[src/rtl/idx_onehot_tracker_pkg.sv]
// ---------------------------------------------------------------------------
// idx_onehot_tracker_pkg
// Shared prefetcher definitions for the slot-index encoder/tracker pair.
//   - OP_SET / OP_CLR : command opcodes carried on in_op / out_op.
//   - null_bit_pos()  : bit position of the "not found" flag in an encoded
//                       index of a given width (its MSB).
//   - idx_is_null()   : null test on the MSB flag alone; range checks against
//                       a narrower slot count are done by the decoder.
// ---------------------------------------------------------------------------
package idx_onehot_tracker_pkg;

    localparam logic OP_SET = 1'b0;
    localparam logic OP_CLR = 1'b1;

    localparam int DEF_OUT_WIDTH = 4;

    function automatic int null_bit_pos(input int out_width);
        return out_width - 1;
    endfunction

    function automatic logic idx_is_null(input logic msb_flag);
        return msb_flag;
    endfunction

endpackage

[src/rtl/idx_onehot_tracker_idx_to_onehot.sv]
// ---------------------------------------------------------------------------
// idx_to_onehot
// Combinational decode of an encoded slot index into a one-hot slot vector.
// Exact dual of the slot-index priority encoder: an index with its MSB set,
// or whose low bits address a slot at or beyond IN_WIDTH, is null and
// decodes to all-zero.
// Ports:
//   idx     [OUT_WIDTH-1:0] : encoded slot index (MSB = not found)
//   onehot  [IN_WIDTH-1:0]  : decoded one-hot, zero when null
//   is_null                 : index is null
// ---------------------------------------------------------------------------
module idx_to_onehot
    import idx_onehot_tracker_pkg::*;
#(
    parameter int OUT_WIDTH = DEF_OUT_WIDTH,
    parameter int IN_WIDTH  = 1 << (OUT_WIDTH - 1)
) (
    input  logic [OUT_WIDTH-1:0] idx,
    output logic [IN_WIDTH-1:0]  onehot,
    output logic                 is_null
);

    localparam int LW = OUT_WIDTH - 1;
    // Slot count held in OUT_WIDTH bits so the range compare is width-exact.
    localparam logic [OUT_WIDTH-1:0] SLOTS = OUT_WIDTH'(IN_WIDTH);

    logic [LW-1:0] low;

    assign low = idx[LW-1:0];

    always_comb begin
        onehot  = '0;
        is_null = idx_is_null(idx[null_bit_pos(OUT_WIDTH)]) ||
                  ({1'b0, low} >= SLOTS);
        if (!is_null) begin
            for (int i = 0; i < IN_WIDTH; i++) begin
                if (low == LW'(i)) begin
                    onehot[i] = 1'b1;
                end
            end
        end
    end

endmodule

[src/rtl/idx_onehot_tracker.sv]
// ---------------------------------------------------------------------------
// idx_onehot_tracker
// Commits slot allocations/releases chosen by the slot-index encoder. Each
// accepted command decodes its index to one-hot, SETs or CLRs that bit in a
// registered occupancy vector, and is forwarded as a one-hot beat through a
// single-entry output register.
// Ports:
//   clk, rst          : clock (rising edge), asynchronous active-high reset
//   in_valid/in_ready : command handshake; in_ready = !out_valid || out_ready
//   in_idx            : encoded slot index (MSB = null)
//   in_op             : OP_SET / OP_CLR
//   clr_all           : synchronous clear of slot_vec, slot_cnt and err
//   out_valid/out_ready, out_onehot, out_op : one-hot beat stream
//   slot_vec          : occupancy vector
//   slot_cnt          : popcount of slot_vec
//   err               : sticky flag for SET of a set slot / CLR of a clear slot
// ---------------------------------------------------------------------------
module idx_onehot_tracker
    import idx_onehot_tracker_pkg::*;
#(
    parameter int OUT_WIDTH = DEF_OUT_WIDTH,
    parameter int IN_WIDTH  = 1 << (OUT_WIDTH - 1)
) (
    input  logic                 clk,
    input  logic                 rst,
    input  logic                 in_valid,
    output logic                 in_ready,
    input  logic [OUT_WIDTH-1:0] in_idx,
    input  logic                 in_op,
    input  logic                 clr_all,
    output logic                 out_valid,
    input  logic                 out_ready,
    output logic [IN_WIDTH-1:0]  out_onehot,
    output logic                 out_op,
    output logic [IN_WIDTH-1:0]  slot_vec,
    output logic [OUT_WIDTH-1:0] slot_cnt,
    output logic                 err
);

    logic [IN_WIDTH-1:0] dec_p0;
    logic                null_p0;
    logic                accept_p0;
    logic                hit_p0;
    logic                vld_p1;
    logic [IN_WIDTH-1:0] onehot_p1;
    logic                op_p1;

    idx_to_onehot #(
        .OUT_WIDTH (OUT_WIDTH),
        .IN_WIDTH  (IN_WIDTH)
    ) u_dec (
        .idx     (in_idx),
        .onehot  (dec_p0),
        .is_null (null_p0)
    );

    assign in_ready  = !vld_p1 || out_ready;
    assign accept_p0 = in_valid && in_ready;
    // Addressed slot is currently occupied (always 0 for a null index).
    assign hit_p0    = |(slot_vec & dec_p0);

    // ---- stage p0 -> p1 : output beat register ----
    always_ff @(posedge clk or posedge rst) begin
        if (rst) begin
            vld_p1    <= 1'b0;
            onehot_p1 <= '0;
            op_p1     <= 1'b0;
        end else if (in_ready) begin
            // Register is empty or draining this cycle: load or go empty.
            vld_p1 <= in_valid;
            if (in_valid) begin
                onehot_p1 <= dec_p0;
                op_p1     <= in_op;
            end
        end
    end

    assign out_valid  = vld_p1;
    assign out_onehot = onehot_p1;
    assign out_op     = op_p1;

    // ---- stage p0 -> p1 : occupancy commit on acceptance ----
    always_ff @(posedge clk or posedge rst) begin
        if (rst) begin
            slot_vec <= '0;
            slot_cnt <= '0;
            err      <= 1'b0;
        end else if (clr_all) begin
            slot_vec <= '0;
            slot_cnt <= '0;
            err      <= 1'b0;
        end else if (accept_p0 && !null_p0) begin
            if (in_op == OP_SET) begin
                if (hit_p0) begin
                    err <= 1'b1;
                end else begin
                    slot_vec <= slot_vec | dec_p0;
                    slot_cnt <= slot_cnt + OUT_WIDTH'(1);
                end
            end else begin
                if (!hit_p0) begin
                    err <= 1'b1;
                end else begin
                    slot_vec <= slot_vec & ~dec_p0;
                    slot_cnt <= slot_cnt - OUT_WIDTH'(1);
                end
            end
        end
    end

endmodule

[config.mk]
export PLATFORM = sky130hd
export DESIGN_NAME = idx_onehot_tracker
export DESIGN_NICKNAME = d
export VERILOG_FILES = /design/src/rtl/idx_onehot_tracker_pkg.sv /design/src/rtl/idx_onehot_tracker_idx_to_onehot.sv /design/src/rtl/idx_onehot_tracker.sv
export SDC_FILE = /design/constraint.sdc
export NUM_CORES = 1
export LEC_CHECK = 0
export CAP_MARGIN = 25
export CORE_MARGIN = 2
export CORE_UTILIZATION = 51
export DETAILED_ROUTE_END_ITERATION = 10
export PLACE_DENSITY = 0.85
export SLEW_MARGIN = 20
export SYNTH_ARGS = -nofsm -noshare
export SYNTH_HDL_FRONTEND = slang
export SYNTH_HIERARCHICAL = 1
export SYNTH_SLANG_ARGS = --single-unit
export TNS_END_PERCENT = 20
[constraint.sdc]
create_clock -name clk -period 4.7 [get_ports clk]
set_input_delay 0.47 -clock clk [delete_from_list [all_inputs] [get_ports clk]]
set_output_delay 0.47 -clock clk [all_outputs]
set_load 0.01 [all_outputs]
# == Yosys cells after proc, flatten, opt, wreduce, memory -nomap -nowiden ==
# Cells that the tools add are included.
# word_totals
elab_cells,58
inputBits,10
regBits,23
output_inout_bits,24
# op_classes
n_reduce_logical,12
add_sub_neg,2
n_eq_ne,10
n_bitwise,4
n_mux,24
# ops
operator,n
$mux W8,6
$mux W4,5
$and A8 B8 Y8,2
$mux W1,13
$eq A3 B3 Y1 const B,4
$not A8 Y8,1
$or A8 B8 Y8,1
$reduce_or A8 Y1,1
$eq A3 B2 Y1 const B,2
$ne A3 B3 Y1 const B,2
$reduce_and A3 Y1,2
$add A4 B1 Y4 const B,1
$sub A4 B1 Y4 const B,1
$eq A3 B1 Y1 const B,1
$logic_not A3 Y1,1
$ne A3 B1 Y1 const B,1
$reduce_bool A3 Y1,1
$logic_and A1 B1 Y1,2
$logic_not A1 Y1,2
$reduce_and A2 Y1,1
$reduce_bool A2 Y1,1
$logic_or A1 B1 Y1,1

# == Depth between registers and ports, before layout ==
# Gate-level depths: netlist (run 1).
# depth
word_depth,9
mapped_depth,6
depth_no_buf,6

# == Cells and area by module ==
# The synthesis (run 1) kept the hierarchy.
# modules_own_cells
module,cells_per_inst,seq_area_each_um2,instances,area_each_um2
idx_onehot_tracker,105,575.6,1,1198.6
idx_to_onehot,9,0.0,1,88.8

# == Worst setup path after synthesis (run 1) ==
# No wires, ideal clock.
# synth_path
path_kind,input to register
startpoint,input port in_idx[3]
endpoint,register slot_cnt[1]
path_buffers,0
t_arrival_ps,1942
stages,6
setup_slack_ps,2639
t_required_ps,4581
setup_ps,119
cell_sequence,nor4b_1 > a22oi_4 > nand4_4 > xor2_1 > nor3b_1 > o21ba_2
# synth_between
elab_chain_len,5
word_cells_on_any_way,9
classes_between,2 x eq/ne; 1 x mux; 1 x bitwise; 5 x reduce/logical
# synth_rtl
item,line_no,rtl
"start, declared",idx_onehot_tracker.sv:28,"input logic [OUT_WIDTH-1:0] in_idx,"
$mux W8,idx_onehot_tracker_idx_to_onehot.sv:35,if (!is_null) begin
$and A8 B8 Y8,idx_onehot_tracker.sv:60,assign hit_p0 = |(slot_vec & dec_p0);
$reduce_or A8 Y1,idx_onehot_tracker.sv:60,
$ne A3 B1 Y1 (no line) or $ne A3 B3 Y1 (tied branches),n/a,
$reduce_and A3 Y1 (no line) *,n/a,
"end signal, assigned",idx_onehot_tracker.sv:98,slot_cnt <= slot_cnt + OUT_WIDTH'(1);
"end signal, assigned",idx_onehot_tracker.sv:105,slot_cnt <= slot_cnt - OUT_WIDTH'(1);
"end, declared",idx_onehot_tracker.sv:36,"output logic [OUT_WIDTH-1:0] slot_cnt,"
# Every way passes the cells marked *; elsewhere a longest branch is shown, timed or not.
# A chain may end at the register's enable or synchronous reset.

# == Final worst setup path (run 1) ==
# layout_path
startpoint,input port in_idx[3]
endpoint,register slot_vec[1]
# layout_between
elab_chain_len,7
word_cells_on_any_way,17
classes_between,2 x eq/ne; 6 x mux; 4 x bitwise; 5 x reduce/logical
# layout_rtl
item,line_no,rtl
$mux W8 *,idx_onehot_tracker_idx_to_onehot.sv:35,
named net dec_p0[1],idx_onehot_tracker.sv:40,logic [IN_WIDTH-1:0] dec_p0;
branches (longest 6 deep; another with $and A8 B8 Y8),n/a,
"end signal, assigned",idx_onehot_tracker.sv:97,slot_vec <= slot_vec | dec_p0;
"end signal, assigned",idx_onehot_tracker.sv:104,slot_vec <= slot_vec & ~dec_p0;
"end, declared",idx_onehot_tracker.sv:35,"output logic [IN_WIDTH-1:0] slot_vec,"
# Mark *: on every way through the listed nets, which the timed path passes. The select of a mux whose other input is x is not followed.

==> results of run 1 <==
==> state kept, by name, summed over array words and instances (netlist names) <==
signal	count
out_onehot	8
err	1
out_op	1
slot_vec	8
out_valid	1
slot_cnt	4
==> power groups by stage <==
stage | combinational (W) | clock (W) | sequential [W]
after floorplan | 0.0000316 | 0 | 0.000215
after global placement | 0.0000650 | 0 | 0.000212
after detailed placement | 0.0000665 | 0 | 0.000213
after CTS | 0.0000671 | 0.0000951 | 0.000209
after global routing | 0.0000735 | 0.000103 | 0.000210
final | 0.0000667 | 0.0000936 | 0.000209
==> kinds of logic after synthesis <==
group / share of synthesized area (%)
compound gates: 22.84
simple gates: 14.48
flops: 44.70
buf+inv: 4.373
mux: 8.747
fa+ha+maj: 3.498
xor+xnor: 1.361
==> worst max-delay path: stages <==
cell             delay [ps]
clkdlybuf4s50_1         540
nor4b_1                 810
a22oi_2                 140
nand4_4                 180
nor2b_1                 500
a311oi_1                190
==> how the worst max path moves through the flow <==
stage | end | slack (ps)
after floorplan | slot_cnt[1]$_DFFE_PP0P_ | 2640
after global placement | slot_cnt[3]$_DFFE_PP0P_ | 1770
after detailed placement | slot_vec[3]$_DFFE_PP0P_ | 1720
after CTS | slot_vec[3]$_DFFE_PP0P_ | 2050
after global routing | slot_vec[1]$_DFFE_PP0P_ | 1830
final | slot_vec[1]$_DFFE_PP0P_ | 2010
==> stage by stage <==
| stage | power, W | cell area [µm²] | setup slack (ps) | util, % |
|---|---|---|---|---|
| after global routing | 0.0003863 | 1659 | 1829 | 68.21 |
| final | 0.0003692 | 1659 | 2009 | 68.21 |
| after CTS | 0.0003711 | 1659 | 2047 | 68.21 |
| after floorplan | 0.0002470 | 1287 | 2639 | - |
| after detailed placement | 0.0002792 | 1633 | 1720 | 67.13 |
| after global placement | 0.0002772 | 1633 | 1770 | 67.13 |
==> final cells by class <==
class	instances	area, µm²	area share, %
multi-input cells	77	655.6	39.52
flip-flops and latches	23	575.6	34.69
repair buffers	33	330.3	19.91
well taps	30	37.54	2.262
inverters	9	33.78	2.036
clock buffers	4	26.28	1.584
==> placed cells by master (no fill, tap or decap), types with 2 or more instances in the layout <==
cell             netlist  final
or3_1                  3      3
inv_1                  9      9
nor2_1                 2      2
ha_1                   2      2
nor2b_1                3      3
clkdlybuf4s50_1        0     33
a21o_1                 9      9
clkbuf_4               0      3
a311oi_1               8      8
nand2b_1               2      2
nor4b_1                3      3
nand2_1                2      2
a21oi_1               11     11
mux2_2                 9      9
o21ai_0                2      2
and4bb_2               3      3
dfrtp_1               23     23
a22oi_2                3      3
==> layer usage <==
metal / routed length, µm / part of all wire (%) / global-route usage, % / up-vias
met2: 1357 / 49 / 35.94 / 43
met5: 0 / 0 / 0 / -
met4: 21 / 0.77 / 5.417 / 0
met1: 1189 / 43 / 29.26 / 513
li1: - / - / - / 492
met3: 173 / 6.3 / 4.098 / 4
==> metrics.md, run 1 <==
| Metric | Value |
|---|---|
| Hold path depth | 2 |
| Setup TNS after final layout | 0 ps |
| Filler Cell Count | 197 |
| DP HPWL | approximately 2000 µm |
| Die area | approximately 2900 µm² |
| Final #Nets | 160 |
| Placed cell count | 172 |
| Reg2reg setup slack | 2840 ps |
| First-pass GRT wire length | around 4600 µm |
| H-tree Lvls | 1 |
| Proportion of layout cells with a drive suffix above 1 | 16.44% |
| Slew Limit Fails | 0 |
| CTS root buf | clkbuf_4 |
| Required time worst endpoint | about 4900 ps |
| Maximum vdd drop | about 0.00018 V |
| Avg Inst Size Synth | about 11 µm² |
| Max-cap violation count | 0 |
| Top_reg_cell synth | dfrtp_1 |
| Sequential share of power | 56.6% |
| Via-to-Cell Ratio | 5.977 |
| CTS tree | yes |
| Run status | completed |
| Clk_lat worst skew | 310 ps |
| Post-synth EDFFs | 0 |
| Post-CTS Hold Buffers | 0 |
| Setup repair bufs after CTS | 0 |
| Wirelength, routed | about 2700 µm |
| RSZ-0062 raised after global routing | false |
| Critical path startpoint | in_idx[3] |
| Crit Path Category | input port to register |
| GP Congestion | between 0.6 and 0.7 |
| Post-synth top area share | 44.70% |
| Area Growth Syn to Fin | 28.86% |
| # clock sinks | 23 |
| Yosys cell types | 33 |
| Most instantiated cells after synthesis | 23 x dfrtp_1, 11 x a21oi_1, 9 x a21o_1, 9 x inv_1, 9 x mux2_2 |
| Hold Crit Start | err$_DFFE_PP0P_ |
| Clock slew at reported path FFs | 130 ps |
| Vias in the first global route | approximately 980 |
| Initial core utilization | 52.93% |
| Fmax | approximately 370 MHz |
| Final Hold Fails | 0 |
| Worst Skew | approximately 6 ps |
| Sw Ratio | between 20% and 30% |
| Internal | around 0.00027 W |
| Clk pwr share | ~25% |
| DRC viols | 0 |
| Max_slew headroom | 40.65% |
| Total grt overflow | 0 |
| Vias | roughly 1100 |
| Count leader, synth | dfrtp_1 |
| Reg-to-Reg End | slot_cnt[3]$_DFFE_PP0P_ |
| Num rows | 18 |
| Crit path capture type | register |
| R2R depth | 6 |
| Worst setup SP type | input port |
| Switching power total | around 0.000097 W |
| Crit-path max FO | 9 |
| Post-route insts no fill | 176 |
| Ys async rst share | 100.0% |
| Input/output buffers | 33 |
| Combinational power share | 18.1% |
| Period utilisation layout | 57.26% |
| Leak | 0.6933 nW |
| Resize count post-CTS | 0 |
| Tot GR Track Use | 21.68% |
| Crit path DAT | 2840 ps |
| Cell area after synthesis | roughly 1300 µm² |
| Pwr Density | 222.5 nW/µm² |
| Worst hold endpoint | err$_DFFE_PP0P_ |
| Largest net degree at the start of global routing | 24 |
| Final critical-path required period | between 2000 and 3000 ps |
| Die Y-Extent | 54.25 µm |
| Synth area leaders | dfrtp_1 45%, mux2_2 7.9%, a311oi_1 5.4% |
| Synthesis-stage register bit count | 23 |
| # diodes | 0 |
| Synthesis warning total | 6 |
| Yosys top cell by area | dfrtp_1 |
| Syn Nets | around 130 |
| WL/cell | 15.58 µm |
| Top-Level Pins | 34 |
| Worst slew pin tran | 877.9 ps |
| Die width | 54.25 µm |
| Post-Syn Instances | 114 |
| Initial antenna violation count | 0 |
| Cts bufs inserted | 3 |
| R2r startpoint | slot_cnt[1]$_DFFE_PP0P_ |
| First-pass iteration count of the detailed router | 4 |
| WHS | 519.2 ps |
| Post-synthesis sequential area ratio | 44.70% |
| Post-route ant nets | 0 |
| Final Setup Violations | 0 |
| Initial DRC Count | 20 |
| Core box area | between 2000 and 2500 µm² |
| Clk buf depth | 2 |
| Min-delay worst type | register to register |
Power figures use the tool's default switching activity.
==> run 2, diff against run 1 <==
--- a/config.mk
+++ b/config.mk
@@ -7,9 +7,9 @@
 export LEC_CHECK = 0
 export CAP_MARGIN = 25
 export CORE_MARGIN = 2
-export CORE_UTILIZATION = 51
+export CORE_UTILIZATION = 48
 export DETAILED_ROUTE_END_ITERATION = 10
-export PLACE_DENSITY = 0.85
+export PLACE_DENSITY = 0.81
 export SLEW_MARGIN = 20
 export SYNTH_ARGS = -nofsm -noshare
 export SYNTH_HDL_FRONTEND = slang
==> constraint.sdc (replaced) <==
create_clock -name clk -period 2.5 [get_ports clk]
set_input_delay 0.25 -clock clk [delete_from_list [all_inputs] [get_ports clk]]
set_output_delay 0.25 -clock clk [all_outputs]
set_load 0.01 [all_outputs]
==> run 2 against run 1 <==
Net effect: design area is 2.8% higher; sequential share of layout area fell by 0.94 points; combinational power grew 96%; setup slack worse by 1700 ps; critical endpoint is now slot_cnt[3]$_DFFE_PP0P_; largest cell class unchanged; highest routed layer unchanged.
==> metrics.md, run 2 (synthesis results as in run 1) <==
| Metric | Value |
|---|---|
| Final #Nets | 166 (+3.8%) |
| Die Y-Extent | 55.79 µm (+2.8%) |
| Slowest-stage cell, CP | clkdlybuf4s50_1 |
| R2r startpoint | slot_vec[0]$_DFFE_PP0P_ |
| Max incr delay on CP | 610 ps (-200 ps) |
| WHS | 404.6 ps (-114.7 ps) |
| Resize count post-CTS | 0 (unchanged) |
| Initial core utilization | 51.50% (-1.4 points) |
| # clock sinks | 23 (unchanged) |
| Min-delay worst type | input port to asynchronous set/reset pin |
| First-pass iteration count of the detailed router | 4 (unchanged) |
| Largest net degree at the start of global routing | 24 (unchanged) |
| Required time worst endpoint | 2700 ps (-2150 ps) |
| GP Congestion | 0.7933 (+14%) |
| Fmax | 451.1 MHz |
| Filler Cell Count | 204 (+3.6%) |
| FF/Latch Area | 575.6 µm² (unchanged) |
| Internal | 0.0005114 W (+88%) |
| Commonest non-fill, non-tap cells in the layout | 33 x clkdlybuf4s50_1, 23 x dfrtp_1, 11 x a21oi_1 |
| WL/cell | 16.32 µm (+4.7%) |
| CTS root buf | clkbuf_4 |
| Crit-path max FO | 8 (-1) |
| Final Setup Violations | 0 (unchanged) |
| DRC viols | 0 (unchanged) |
| Area Growth Syn to Fin | 32.46% |
| Slew Limit Fails | 0 (unchanged) |
| Initial antenna violation count | 0 (unchanged) |
| Final Hold Fails | 0 (unchanged) |
| Clock slew at reported path FFs | 130 ps (about the same) |
| Critical path cell sequence | clkdlybuf4s50_1 > and4bb_2 > a22oi_4 > nand4_4 > or3_1 > a21oi_2 > mux2_1 |
| Worst slew pin tran | 879.4 ps (+1.510 ps) |
| Critical path startpoint | in_idx[1] |
| Combinational power share | 18.8% (+0.7 points) |
| CP Buf/Inv Count | 1 (unchanged) |
| Post-route ant nets | 0 (unchanged) |
| Cts bufs inserted | 3 (unchanged) |
| Run status | completed |
| Die width | 55.79 µm (+2.8%) |
| Input/output buffers | 33 (unchanged) |
| RSZ-0062 raised after global routing | false |
| Leak | 0.7278 nW (+5.0%) |
| Max_slew headroom | 41.31% (+0.66 points) |
| Period utilisation layout | roughly nine tenths |
| Vias in the first global route | 1104 (+13%) |
| Clk_lat worst skew | 300 ps (about the same) |
| Sw Ratio | 26.46% (+0.096 points) |
| Proportion of layout cells with a drive suffix above 1 | 20.39% (+4.0 points) |
| Switching power total | 0.0001841 W (+89%) |
| Clk buf depth | 2 (unchanged) |
| Maximum vdd drop | 0.0003627 V (+100%) |
| First-pass GRT wire length | 5140 µm (+12%) |
| Wirelength, routed | 2970 µm (+8.3%) |
| Die area | 3113 µm² (+5.8%) |
| Crit Path Category | input port to register |
| # diodes | 0 (unchanged) |
| Crit path DAT | 2420 ps (-420 ps) |
| H-tree Lvls | 1 (unchanged) |
| Leading cell type in the layout, fill and taps excluded | clkdlybuf4s50_1 |
| Multi-input logic area | 655.6 µm² (unchanged) |
| Setup repair bufs after CTS | 0 (unchanged) |
| Pwr Density | 407.8 nW/µm² (+83%) |
| Worst setup SP type | input port |
| Vias | 1061 (+0.86%) |
| Total grt overflow | 0 (unchanged) |
| CP delay by family, top | simple AND/OR/NAND/NOR gates |
| Num rows | 18 (unchanged) |
| Via-to-Cell Ratio | 5.830 (-2.5%) |
| Sequential share of power | 56.4% (-0.2 points) |
| DP HPWL | 2182 µm (+9.2%) |
| Initial DRC Count | 27 (+35%) |
| Post-CTS Hold Buffers | 0 (unchanged) |
| Clk pwr share | 24.7% (-0.7 points) |
| Worst Skew | 4.764 ps (-1.170 ps) |
| Crit path capture type | register |
| Final critical-path required period | 2217 ps |
| CTS tree | yes |
| Tot GR Track Use | 20.36% (-1.3 points) |
| Setup TNS after final layout | 0 ps (unchanged) |
| Top-Level Pins | 34 (unchanged) |
| Core box area | 2500 µm² (+2.8%) |
| Max-cap violation count | 0 (unchanged) |
run 2: cell types whose count changed in the layout (fill, tap and decap cells not counted):
cell	delta
buf_4	+6
clkinv_2	+1
clkbuf_1	-1
run 2: final cells by class:
type | count | area share [%]
Clock inverter | 1 | 0.2935
Timing Repair Buffer | 39 | 22.01
Clock buffer | 3 | 1.321
Tap cell | 30 | 2.201
Multi-Input combinational cell | 77 | 38.44
Sequential cell | 23 | 33.75
Inverter | 9 | 1.981
run 2: final timing paths:
| check | endpoint | slack, ps | cells past startpoint |
|---|---|---|---|
| worst max-delay path | slot_cnt[3]$_DFFE_PP0P_ | 280 | 7 |
| worst min-delay path | out_valid$_DFFE_PP0N_ | 400 | 2 |
| worst max register to register | slot_cnt[3]$_DFFE_PP0P_ | 670 | 5 |
| worst min register to register | out_onehot[1]$_DFFE_PP0N_ | 530 | 1 |
| max in group asynchronous | slot_vec[2]$_DFFE_PP0P_ | 1550 | 2 |
| min in group clk | out_onehot[1]$_DFFE_PP0N_ | 530 | 1 |
run 2: metal layers:
| metal | share of wire [%] | track usage, % | vias up | wire length (µm) |
|---|---|---|---|---|
| met1 | 45 | 26.93 | 518 | 1341 |
| met3 | 4.3 | 3.023 | 6 | 129 |
| met2 | 48 | 34.01 | 31 | 1437 |
| li1 | - | - | 506 | - |
| met4 | 2.1 | 6.969 | 0 | 62 |
| met5 | 0 | 0 | - | 0 |
run 2: per-stage QoR:
step	area, µm²	utilization (%)	total power [W]	instances	worst slack, ps
after global routing	1705	68.22	0.0007252	182	94.94
after CTS	1705	68.22	0.0007021	182	309.0
after floorplan	1287	-	0.0004643	114	658.6
final	1705	68.22	0.0006955	182	283.2
after global placement	1678	67.12	0.0005263	178	23.71
after detailed placement	1678	67.12	0.0005314	178	-23.47
run 2: worst register-to-register path, delay by kind of cell, from the launching register on:
family / cells / cell delay, ps
and+or+nand+nor: 2 / 550
muxes: 1 / 330
AOI/OAI and AO/OA: 2 / 390
DFF: 1 / 450
run 2: power groups by stage:
| stage | Combinational [W] | Sequential [W] | Clock, W |
|---|---|---|---|
| global placement | 0.000128 | 0.000399 | 0 |
| detailed placement | 0.000132 | 0.000400 | 0 |
| floorplan | 0.0000594 | 0.000405 | 0 |
| finish | 0.000131 | 0.000392 | 0.000172 |
| CTS | 0.000132 | 0.000393 | 0.000177 |
| global route | 0.000143 | 0.000395 | 0.000187 |
==> run 3, diff against run 2 <==
--- a/config.mk
+++ b/config.mk
@@ -8,6 +8,7 @@
 export CAP_MARGIN = 25
 export CORE_MARGIN = 2
 export CORE_UTILIZATION = 48
+export CTS_CLUSTER_SIZE = 30
 export DETAILED_ROUTE_END_ITERATION = 10
 export PLACE_DENSITY = 0.81
 export SLEW_MARGIN = 20
==> results of run 3 <==
Same layout as run 2: the final DEF is identical, and so are final timing and power.
